==> src/rtl/spi_slave_sync.sv <==
// SPI slave running entirely in the clk_sys domain: the pins are oversampled through
// synchronisers, and the slave hands off received/transmitted words over ready/valid handshakes.
module spi_slave_sync #(
    parameter int unsigned       DATA_W      = 8,
    parameter bit                CPOL        = 1'b0,
    parameter bit                CPHA        = 1'b0,
    parameter bit                MSB_FIRST   = 1'b1,
    parameter int unsigned       SYNC_STAGES = 2,
    parameter logic [DATA_W-1:0] FILL        = '1
) (
    input  logic              clk_sys,
    input  logic              rst,
    input  logic              spi_clk,
    input  logic              spi_cs_n,
    input  logic              spi_mosi,
    output logic              spi_miso,
    output logic              spi_miso_oe,
    output logic [DATA_W-1:0] rx_data,
    output logic              rx_valid,
    input  logic              rx_ready,
    input  logic [DATA_W-1:0] tx_data,
    input  logic              tx_valid,
    output logic              tx_ready,
    output logic              overrun,
    output logic              underrun,
    output logic              busy
);

    localparam int unsigned     CNT_W = $clog2(DATA_W);
    localparam logic [CNT_W-1:0] LAST = CNT_W'(DATA_W - 1);

    typedef enum logic {IDLE, ACTIVE} state_t;

    logic [SYNC_STAGES-1:0] clk_sync, cs_sync, mosi_sync;
    logic                   s_clk, s_cs_n, s_mosi;
    logic                   s_clk_d, s_cs_n_d;
    logic                   busy_q;

    logic                   lead_edge, trail_edge, sample_edge, shift_edge;
    logic                   cs_fall, cs_rise;

    state_t                 state, state_next;
    logic                   load, abort, sample_en, shift_en;

    logic [CNT_W-1:0]       bit_cnt;
    logic [DATA_W-1:0]      rx_sr, rx_word;
    logic                   word_done;
    logic [DATA_W-1:0]      tx_sr, hold;

    assign s_clk  = clk_sync[SYNC_STAGES-1];
    assign s_cs_n = cs_sync[SYNC_STAGES-1];
    assign s_mosi = mosi_sync[SYNC_STAGES-1];

    // Pin synchronisers plus one extra stage on clk/cs for edge detection.
    // busy is taken from the stage before s_cs_n so that it equals ~s_cs_n as a flop.
    always_ff @(posedge clk_sys) begin
        if (rst) begin
            clk_sync  <= {SYNC_STAGES{CPOL}};
            cs_sync   <= '1;
            mosi_sync <= '0;
            s_clk_d   <= CPOL;
            s_cs_n_d  <= 1'b1;
            busy_q    <= 1'b0;
        end else begin
            clk_sync  <= {clk_sync[SYNC_STAGES-2:0], spi_clk};
            cs_sync   <= {cs_sync[SYNC_STAGES-2:0], spi_cs_n};
            mosi_sync <= {mosi_sync[SYNC_STAGES-2:0], spi_mosi};
            s_clk_d   <= s_clk;
            s_cs_n_d  <= s_cs_n;
            busy_q    <= ~cs_sync[SYNC_STAGES-2];
        end
    end

    assign busy        = busy_q;
    assign spi_miso_oe = busy_q;

    assign lead_edge   = (s_clk != s_clk_d) && !s_cs_n && (s_clk != CPOL);
    assign trail_edge  = (s_clk != s_clk_d) && !s_cs_n && (s_clk == CPOL);
    assign sample_edge = CPHA ? trail_edge : lead_edge;
    assign shift_edge  = CPHA ? lead_edge : trail_edge;
    assign cs_fall     = s_cs_n_d && !s_cs_n;
    assign cs_rise     = !s_cs_n_d && s_cs_n;

    always_ff @(posedge clk_sys) begin
        if (rst) begin
            state <= IDLE;
        end else begin
            state <= state_next;
        end
    end

    // A shift edge with the counter at 0 is the word boundary in both CPHA modes:
    // for CPHA=0 the counter has already advanced on the leading edge of every bit but the wrap.
    always_comb begin
        state_next = state;
        load       = 1'b0;
        abort      = 1'b0;
        sample_en  = 1'b0;
        shift_en   = 1'b0;
        case (state)
            IDLE: begin
                if (cs_fall) begin
                    state_next = ACTIVE;
                    load       = !CPHA;
                end
            end
            ACTIVE: begin
                if (cs_rise) begin
                    state_next = IDLE;
                    abort      = 1'b1;
                end else begin
                    sample_en = sample_edge;
                    if (shift_edge) begin
                        if (bit_cnt == '0) begin
                            load = 1'b1;
                        end else begin
                            shift_en = 1'b1;
                        end
                    end
                end
            end
            default: state_next = IDLE;
        endcase
    end

    assign rx_word   = MSB_FIRST ? {rx_sr[DATA_W-2:0], s_mosi} : {s_mosi, rx_sr[DATA_W-1:1]};
    assign word_done = sample_en && (bit_cnt == LAST);

    // Receive path: bit counter, shift register and single-entry output handshake.
    always_ff @(posedge clk_sys) begin
        if (rst) begin
            bit_cnt  <= '0;
            rx_sr    <= '0;
            rx_data  <= '0;
            rx_valid <= 1'b0;
            overrun  <= 1'b0;
        end else begin
            overrun <= 1'b0;
            if (abort) begin
                bit_cnt <= '0;
                rx_sr   <= '0;
            end else if (sample_en) begin
                rx_sr   <= rx_word;
                bit_cnt <= (bit_cnt == LAST) ? '0 : bit_cnt + CNT_W'(1);
            end
            if (word_done) begin
                if (rx_valid && !rx_ready) begin
                    overrun <= 1'b1;
                end else begin
                    rx_data  <= rx_word;
                    rx_valid <= 1'b1;
                end
            end else if (rx_valid && rx_ready) begin
                rx_valid <= 1'b0;
            end
        end
    end

    // Transmit path: holding register feeds the shift register at each load point.
    always_ff @(posedge clk_sys) begin
        if (rst) begin
            tx_sr    <= '0;
            hold     <= '0;
            tx_ready <= 1'b1;
            underrun <= 1'b0;
        end else begin
            underrun <= 1'b0;
            if (abort) begin
                tx_sr <= '0;
            end else if (load) begin
                if (!tx_ready) begin
                    tx_sr <= hold;
                end else begin
                    tx_sr    <= FILL;
                    underrun <= 1'b1;
                end
            end else if (shift_en) begin
                tx_sr <= MSB_FIRST ? {tx_sr[DATA_W-2:0], 1'b0} : {1'b0, tx_sr[DATA_W-1:1]};
            end
            if (tx_valid && tx_ready) begin
                hold     <= tx_data;
                tx_ready <= 1'b0;
            end else if (load && !tx_ready) begin
                tx_ready <= 1'b1;
            end
        end
    end

    // tx_sr is cleared outside a transfer, so MISO idles low.
    assign spi_miso = MSB_FIRST ? tx_sr[DATA_W-1] : tx_sr[0];

endmodule

==> config.mk <==
export PLATFORM = sky130hd
export DESIGN_NAME = spi_slave_sync
export DESIGN_NICKNAME = d
export VERILOG_FILES = /design/src/rtl/spi_slave_sync.sv
export SDC_FILE = /design/constraint.sdc
export NUM_CORES = 1
export LEC_CHECK = 0
export ABC_AREA = 1
export BUFFER_PORTS_ARGS = -buffer_cell sky130_fd_sc_hd__buf_2
export CELL_PAD_IN_SITES_DETAIL_PLACEMENT = 0
export CELL_PAD_IN_SITES_GLOBAL_PLACEMENT = 2
export CORE_AREA = 2 2 85 87
export CTS_CLUSTER_SIZE = 40
export DETAILED_ROUTE_END_ITERATION = 10
export DIE_AREA = 0 0 87 89
export PLACE_DENSITY = 0.83
export SLEW_MARGIN = 0
export SYNTH_ARGS = -nofsm -noshare
export SYNTH_HDL_FRONTEND = slang
export SYNTH_SLANG_ARGS = --single-unit
==> constraint.sdc <==
create_clock -name clk_sys -period 1.4 [get_ports clk_sys]
set_input_delay 0.28 -clock clk_sys [delete_from_list [all_inputs] [get_ports clk_sys]]
set_output_delay 0.28 -clock clk_sys [all_outputs]
set_load 0.02 [all_outputs]
# == Yosys cells after proc, flatten, opt, wreduce, memory -nomap -nowiden ==
# Cells that the tools add are included.
# word_totals
reg_bits,48
inputBits,15
output_inout_bits,15
word_cells,75
# op_classes
add_sub_neg,1
n_eq_ne,3
muxes,26
bitwise_logic,6
reduce_logical,23
# ops
cell,n
two-way mux 8 bit,3
two-way mux 1 bit,20
logical AND 1 bit,10
inverter 1 bit,6
nonzero test 2 bit,3
zero test 1 bit,4
one-hot mux 1 bit (2 select lines),2
AND reduction 2 bit,2
OR reduction 2 bit,2
"adder 3 x 1 -> 3 bit, second input constant",1
"equality test 3 bit, second input constant",1
zero test 3 bit,1
two-way mux 3 bit,1
OR reduction 3 bit,1
"!= test 2 bit, second input constant",1
!= test 1 bit,1

# == Logic depth before layout (Yosys ltp) ==
# Gate-level depths: netlist of run 1.
# depth
word_depth,9
ltp_mapped,10
depth_no_buf,9

# == Worst setup path before layout of run 1 ==
# No wires, ideal clock.
# synth_timing
kind,reg2reg
from,register bit_cnt[0]
to,register tx_sr[1]
arrival_ps,1184
path_slack_ps,104
stages_incl_launch_ff,10
period_less_slack_ps,1296
cell_sequence,dfxtp_1 -> inv_1 -> ha_1 -> inv_1 -> nor2_1 -> nor2_2 -> buf_2 -> o21ai_0 -> nor2_1 -> nor2_1
# synth_via
elab_chain_len,6
elab_cells_between_ends,11
# synth_rtl
item,line_no,source
from (decl),45,logic [CNT_W-1:0] bit_cnt;
from (signal assigned),144,bit_cnt <= (bit_cnt == LAST) ? '0 : bit_cnt + CNT_W'(1);
zero test 3 bit *,114,if (bit_cnt == '0) begin
two-way mux 1 bit,114,
two-way mux 1 bit,113,if (shift_edge) begin
two-way mux 1 bit,108,if (cs_rise) begin
one-hot mux 1 bit (2 select lines) or two-way mux 1 bit (tied branches),100,case (state)
two-way mux 8 bit or nonzero test 2 bit (tied branches),--,
to (signal assigned),172,tx_sr <= hold;
to (signal assigned),178,"tx_sr <= MSB_FIRST ? {tx_sr[DATA_W-2:0], 1'b0} : {1'b0, tx_sr[DATA_W-1:1]};"
to (decl),48,"logic [DATA_W-1:0] tx_sr, hold;"
# Every way passes the cells marked *; elsewhere a longest branch is shown, timed or not.
# A chain may end at the register's enable or synchronous reset.

# == Final worst setup path of run 1 ==
# layout_timing
from,register bit_cnt[0]
to,register underrun
# layout_via
elab_chain_len,7
# layout_rtl
item,line_no,source
zero test 3 bit,114,
two-way mux 1 bit,114,
two-way mux 1 bit,113,
two-way mux 1 bit,108,
one-hot mux 1 bit (2 select lines),100,
inverter 1 bit (no source line),--,
OR reduction 3 bit (no source line),--,
to (signal assigned),165,underrun <= 1'b0;
to (signal assigned),167,underrun <= 1'b0;
to (signal assigned),175,underrun <= 1'b1;
to (decl),25,"output logic underrun,"
# Every way passes these cells.

==> results of run 1 <==
flip-flops by register name (all words and copies together), names as in the netlist:
register	flops
tx_sr	8
rx_data	8
bit_cnt	3
cs_sync	2
s_cs_n_d	1
mosi_sync	2
tx_ready	1
s_clk_d	1
overrun	1
busy	1
rx_valid	1
state	1
rx_sr	7
clk_sync	2
hold	8
underrun	1
worst max-delay path: stages (launching register included):
cell and delay, ps:
dfxtp_2 330, inv_1 70, ha_1 140, inv_1 40, nor2_2 110, nor2_2 50, buf_4 150, nor2_1 160
nand2_1 70, nor2_1 80
metrics by stage:
stage | utilization [%] | hold WS, ps | worst slack (ps) | cell area [um2] | instances
final | 33.6 | 164 | 118 | 2260 | 370
after global routing | 33.6 | 147 | 0.219 | 2260 | 370
after CTS | 33.6 | 148 | 60.8 | 2260 | 370
after detailed placement | 32.1 | 386 | 87.4 | 2160 | 363
after global placement | 32.1 | 388 | 109 | 2160 | 363
after floorplan | - | 374 | 104 | 1870 | 252
Yosys cell counts (3+ instances only):
library cell and n:
nor2_1 67, dfxtp_1 48, nand2_1 45, inv_1 26, o21ai_0 25, a21oi_1 11
nand3_1 5, buf_2 4, clkbuf_1 3, ha_1 3, or2_2 3
routing by layer:
layer	vias to the layer above	part of all wire, %	track usage [%]
met3	5	4.9	3.23
met2	28	42	17.1
met5	-	0	0
met4	0	1.3	4.26
li1	852	-	-
met1	659	52	14.3
logic make-up after synthesis:
group / after synthesis / synth area share (%)
AO/OA/AOI/OAI: 39 / 10.7
adder cells (fa/ha/maj): 3 / 2.00
buffers and inverters: 36 / 7.94
flip-flops: 48 / 51.3
AND/OR/NAND/NOR: 126 / 28.0
worst max path at each step:
stage,start,end,slack (ps),depth (start not counted)
after CTS,bit_cnt[0],tx_sr[7],60,9
after floorplan,bit_cnt[0],tx_sr[1],100,9
after global routing,state,rx_data[3],0.2,5
final,bit_cnt[0],underrun,120,9
after detailed placement,bit_cnt[0],tx_sr[7],90,10
after global placement,bit_cnt[0],tx_sr[7],110,9
power by group through the flow:
stage          sequential (W)  clock [W]  combinational, W
2_1_floorplan         0.00149          0          0.000150
3_3_place_gp          0.00149          0          0.000243
3_5_place_dp          0.00149          0          0.000243
4_1_cts               0.00145   0.000926          0.000244
5_1_grt               0.00146   0.000994          0.000283
6_report              0.00145   0.000880          0.000239
layout make-up:
| class | instances | area [um2] | share of cell area, % |
|---|---|---|---|
| multi-input combinational | 168 | 767 | 33.9 |
| timing repair buffer | 40 | 228 | 10.1 |
| clock buffer | 7 | 96.3 | 4.26 |
| tap | 80 | 100 | 4.43 |
| inverter | 27 | 106 | 4.70 |
| sequential | 48 | 963 | 42.6 |
==> results.cfg, run 1 <==
[power_and_ir_drop]
power_switching_w = 0.000614
p_total_w = 0.00257
p_per_area_mw_per_mm2 = 1140
p_int_w = 0.00196
p_clk_share_pct = 34.2
ir_drop_mv = 0.526
p_leak_nw = 1.01
p_sw_share_pct = 23.8
comb_power_share_pct = 9.3
seq_power_share_pct = 56.5

[setup_path]
ff2ff_path_depth = 9
crit_fanout = 8
crit_type = reg -> reg
r2r_slack_ps = 120
r2r-start = bit_cnt[0]
start_kind = flop
cp.required_ps = 1630
crit_arrival_ps = 1510
endpoint_kind = flop
r2r-end = underrun

[timing]
fin_skew_ps = 6.00
fmax_ghz = 0.780
hold_violations = 0
period_needed_ps = 1280
drv_slew = 0
setup_viol = 0
max_slew.worst_pin.slew_ps = 299
rsz0062_at_grt = true
period_share_pct = 91.6
max_slew_margin_pct = 80.0
final.setup.tns_ps = 0

[global_routing]
grt_max_degree = 20
antenna_found_initial = 0
track_usage_pct = 11.0
grt_pass1_vias = 1464
grt-ovfl-total = 0
grt_pass1_wl_um = 6600

[layout]
nNetsFinal = 308
nFillCells = 739
area_growth_pct = 20.6
final_common_cell = nor2_1
final_cell_mix = 66 x nor2_1, 46 x dfxtp_1, 45 x nand2_1
diodes = 0
drive_gt1_share_pct = 20.7

[logic_synthesis]
synth_edf_count = 0
ys_warn_count = 0
seq_area_frac_synth_pct = 51.3
ys_ff_latch = 48
syn_area_mm2 = 0.00187
ys_types = 23
synth_area_leaders = dfxtp_1 51%, nor2_1 13%, nand2_1 9.0%
synth-main-ff-cell = dfxtp_1
async_flop_share_pct = 0
synth_cells = 252
syn_avg_cell_area_um2 = 7.44
synth_top_cell_by_area = dfxtp_1
syn-num-nets = 270
yosysTopAreaCellShare_pct = 51.3

[floorplan]
core_area_mm2 = 0.00672
die_w_um = 87
ios = 30
die-area_mm2 = 0.00774
fp.dieH_um = 89
start_util_pct = 27.9
row_count = 30

[drt]
drc = 0
drtAntennaViolNets = 0
vias = 1544
vias_per_cell = 4.17
firstDrtPassIters = 4
drtIter0Drc = 79
drt-total-wl_um = 3860
wl_per_cell_um = 10.4

[hold_path]
hold_path_end = cs_sync[0]
hp-class = in -> reg
min_path_cells = 2
hold_path.startpoint = spi_cs_n

[clock_network]
cts_buffer_depth = 2
cts_buffers = 5
h-tree-depth = 2
clk-insertion-delay-late_ps = 290
clock-sinks = 48
cts_setup_buffers = 0
cts_resized = 0
hold_buffers = 0
path_clk_slew_ps = 90
root_buffer = clkbuf_8
cts_tree = done

[place]
place_hpwl_um = 2750
port_buffers = 29
gp_congestion = 0.758

[status]
status = completed

[flow_run]
drv_cap = 0
Power figures use the tool's default switching activity.
==> inputs of run 2 (changes only) <==
--- a/config.mk
+++ b/config.mk
@@ -9,11 +9,12 @@
 export BUFFER_PORTS_ARGS = -buffer_cell sky130_fd_sc_hd__buf_2
 export CELL_PAD_IN_SITES_DETAIL_PLACEMENT = 0
 export CELL_PAD_IN_SITES_GLOBAL_PLACEMENT = 2
-export CORE_AREA = 2 2 85 87
+export CORE_AREA = 2 2 84 86
+export CTS_BUF_LIST = sky130_fd_sc_hd__clkbuf_4 sky130_fd_sc_hd__clkbuf_8
 export CTS_CLUSTER_SIZE = 40
 export DETAILED_ROUTE_END_ITERATION = 10
-export DIE_AREA = 0 0 87 89
-export PLACE_DENSITY = 0.83
+export DIE_AREA = 0 0 86 88
+export PLACE_DENSITY = 0.85
 export SLEW_MARGIN = 0
 export SYNTH_ARGS = -nofsm -noshare
 export SYNTH_HDL_FRONTEND = slang
==> results.cfg, run 2 (synthesis gave the netlist of run 1 again) <==
[status]
status = completed

[drt]
wl_per_cell_um = 10.2
vias = 1554
drc = 0
firstDrtPassIters = 4
drtAntennaViolNets = 0
drt-total-wl_um = 3790
vias_per_cell = 4.20
drtIter0Drc = 52

[place]
place_hpwl_um = 2740
pre_cts_slack_ps = 91.4
gp_congestion = 0.765
port_buffers = 29

[flow_run]
drv_cap = 0

[floorplan]
die-area_mm2 = 0.00757
die_w_um = 86
fp.dieH_um = 88
ios = 30
start_util_pct = 28.2
row_count = 30
core_area_mm2 = 0.00664

[hold_path]
hold_path.startpoint = spi_cs_n
hp-class = in -> reg
min_path_cells = 2

[setup_path]
cp.required_ps = 1610
crit_type = reg -> reg
start_kind = flop
crit_start = bit_cnt[0]
ff2ff_path_depth = 9
crit_arrival_ps = 1500
r2r-start = bit_cnt[0]
endpoint_kind = flop
crit_fanout = 7

[timing]
fmax_ghz = 0.773
hold_violations = 0
drv_slew = 0
rsz0062_at_grt = true
period_share_pct = 92.4
max_slew_margin_pct = 81.4
setup_ws_ps = 107
max_slew.worst_pin.slew_ps = 276
fin_skew_ps = 8.95
setup_viol = 0
period_needed_ps = 1290

[clock_network]
hold_buffers = 0
root_buffer = clkbuf_8
clk-insertion-delay-late_ps = 300
path_clk_slew_ps = 90
h-tree-depth = 2
cts_tree = done
cts_buffers = 5
cts_buffer_depth = 2
clock-sinks = 48

[layout]
diodes = 0
final_cell_mix = 66 x nor2_1, 45 x nand2_1, 44 x dfxtp_1
final_common_cell = nor2_1
final-seq-area_um2 = 966
drive_gt1_share_pct = 23.1
utilization_pct = 34.8
nNetsFinal = 307
area_growth_pct = 23.4
nFillCells = 719
reg_top3 = hold (8), rx_data (8), tx_sr (8)
multi_input_area_um2 = 779

[global_routing]
grt_pass1_wl_um = 6560
use_met2_pct = 16.5
antenna_found_initial = 0
use_met3_pct = 3.68
track_usage_pct = 11.1
grt-ovfl-total = 0
grt_pass1_vias = 1447
use_met1_pct = 14.6
grt_max_degree = 20
top_usage_layer = met2

[power_and_ir_drop]
p_per_area_mw_per_mm2 = 1160
p_int_w = 0.00207
comb_power_share_pct = 8.8
p_total_w = 0.00269
power_switching_w = 0.000628
seq_power_share_pct = 54.0
p_leak_nw = 1.02
p_sw_share_pct = 23.3
ir_drop_mv = 0.580
p_clk_share_pct = 37.2
-- run 2: what timing repair did --
item,in CTS,in global routing
gates resized for setup,0,13
buffers inserted,0,0
setup endpoints to repair,0,15
-- run 2: per-layer routing --
layer	part of all wire, %	up-vias
met5	0	-
met4	1.9	0
met3	5.7	8
met2	41	27
met1	51	670
li1	-	849
-- run 2: critical path, stage by stage (launching register included) --
cell	delay (ps)
dfxtp_2	360
inv_2	40
ha_2	170
inv_2	60
nor2_4	40
nor2_4	150
clkbuf_16	170
o21ai_0	60
nor2_1	100
nor2_1	50
-- run 2: area by class of cell --
| cell class | count | area share (%) |
|---|---|---|
| flip-flops and latches | 48 | 41.8 |
| multi-input cells | 168 | 33.7 |
| repair buffers | 39 | 10.8 |
| inverters | 27 | 4.60 |
| well taps | 80 | 4.33 |
| clock buffers | 6 | 3.30 |
| clock inverters | 2 | 1.51 |
-- run 2: through the flow --
| stage | cell area, um2 | instances | setup TNS (ps) | hold slack (ps) |
|---|---|---|---|---|
| final | 2310 | 370 | 0 | 152 |
| after global routing | 2310 | 370 | -31.2 | 140 |
| after CTS | 2270 | 369 | 0 | 139 |
| after detailed placement | 2160 | 361 | 0 | 382 |
| after global placement | 2160 | 361 | 0 | 387 |
| after floorplan | 1870 | 252 | 0 | 374 |
-- run 2: final timing paths --
path	endpoint	slack, ps
worst max-delay path	tx_sr[1]	110
worst min-delay path	cs_sync[0]	150
worst max register to register	tx_sr[1]	110
worst min register to register	busy	400
-- run 2: power by group through the flow --
stage | clock network (W) | registers (W) | logic, W
finish | 0.00100 | 0.00145 | 0.000236
global route | 0.00111 | 0.00146 | 0.000275
CTS | 0.00105 | 0.00146 | 0.000239
detailed placement | 0 | 0.00149 | 0.000236
global placement | 0 | 0.00149 | 0.000236
floorplan | 0 | 0.00149 | 0.000150
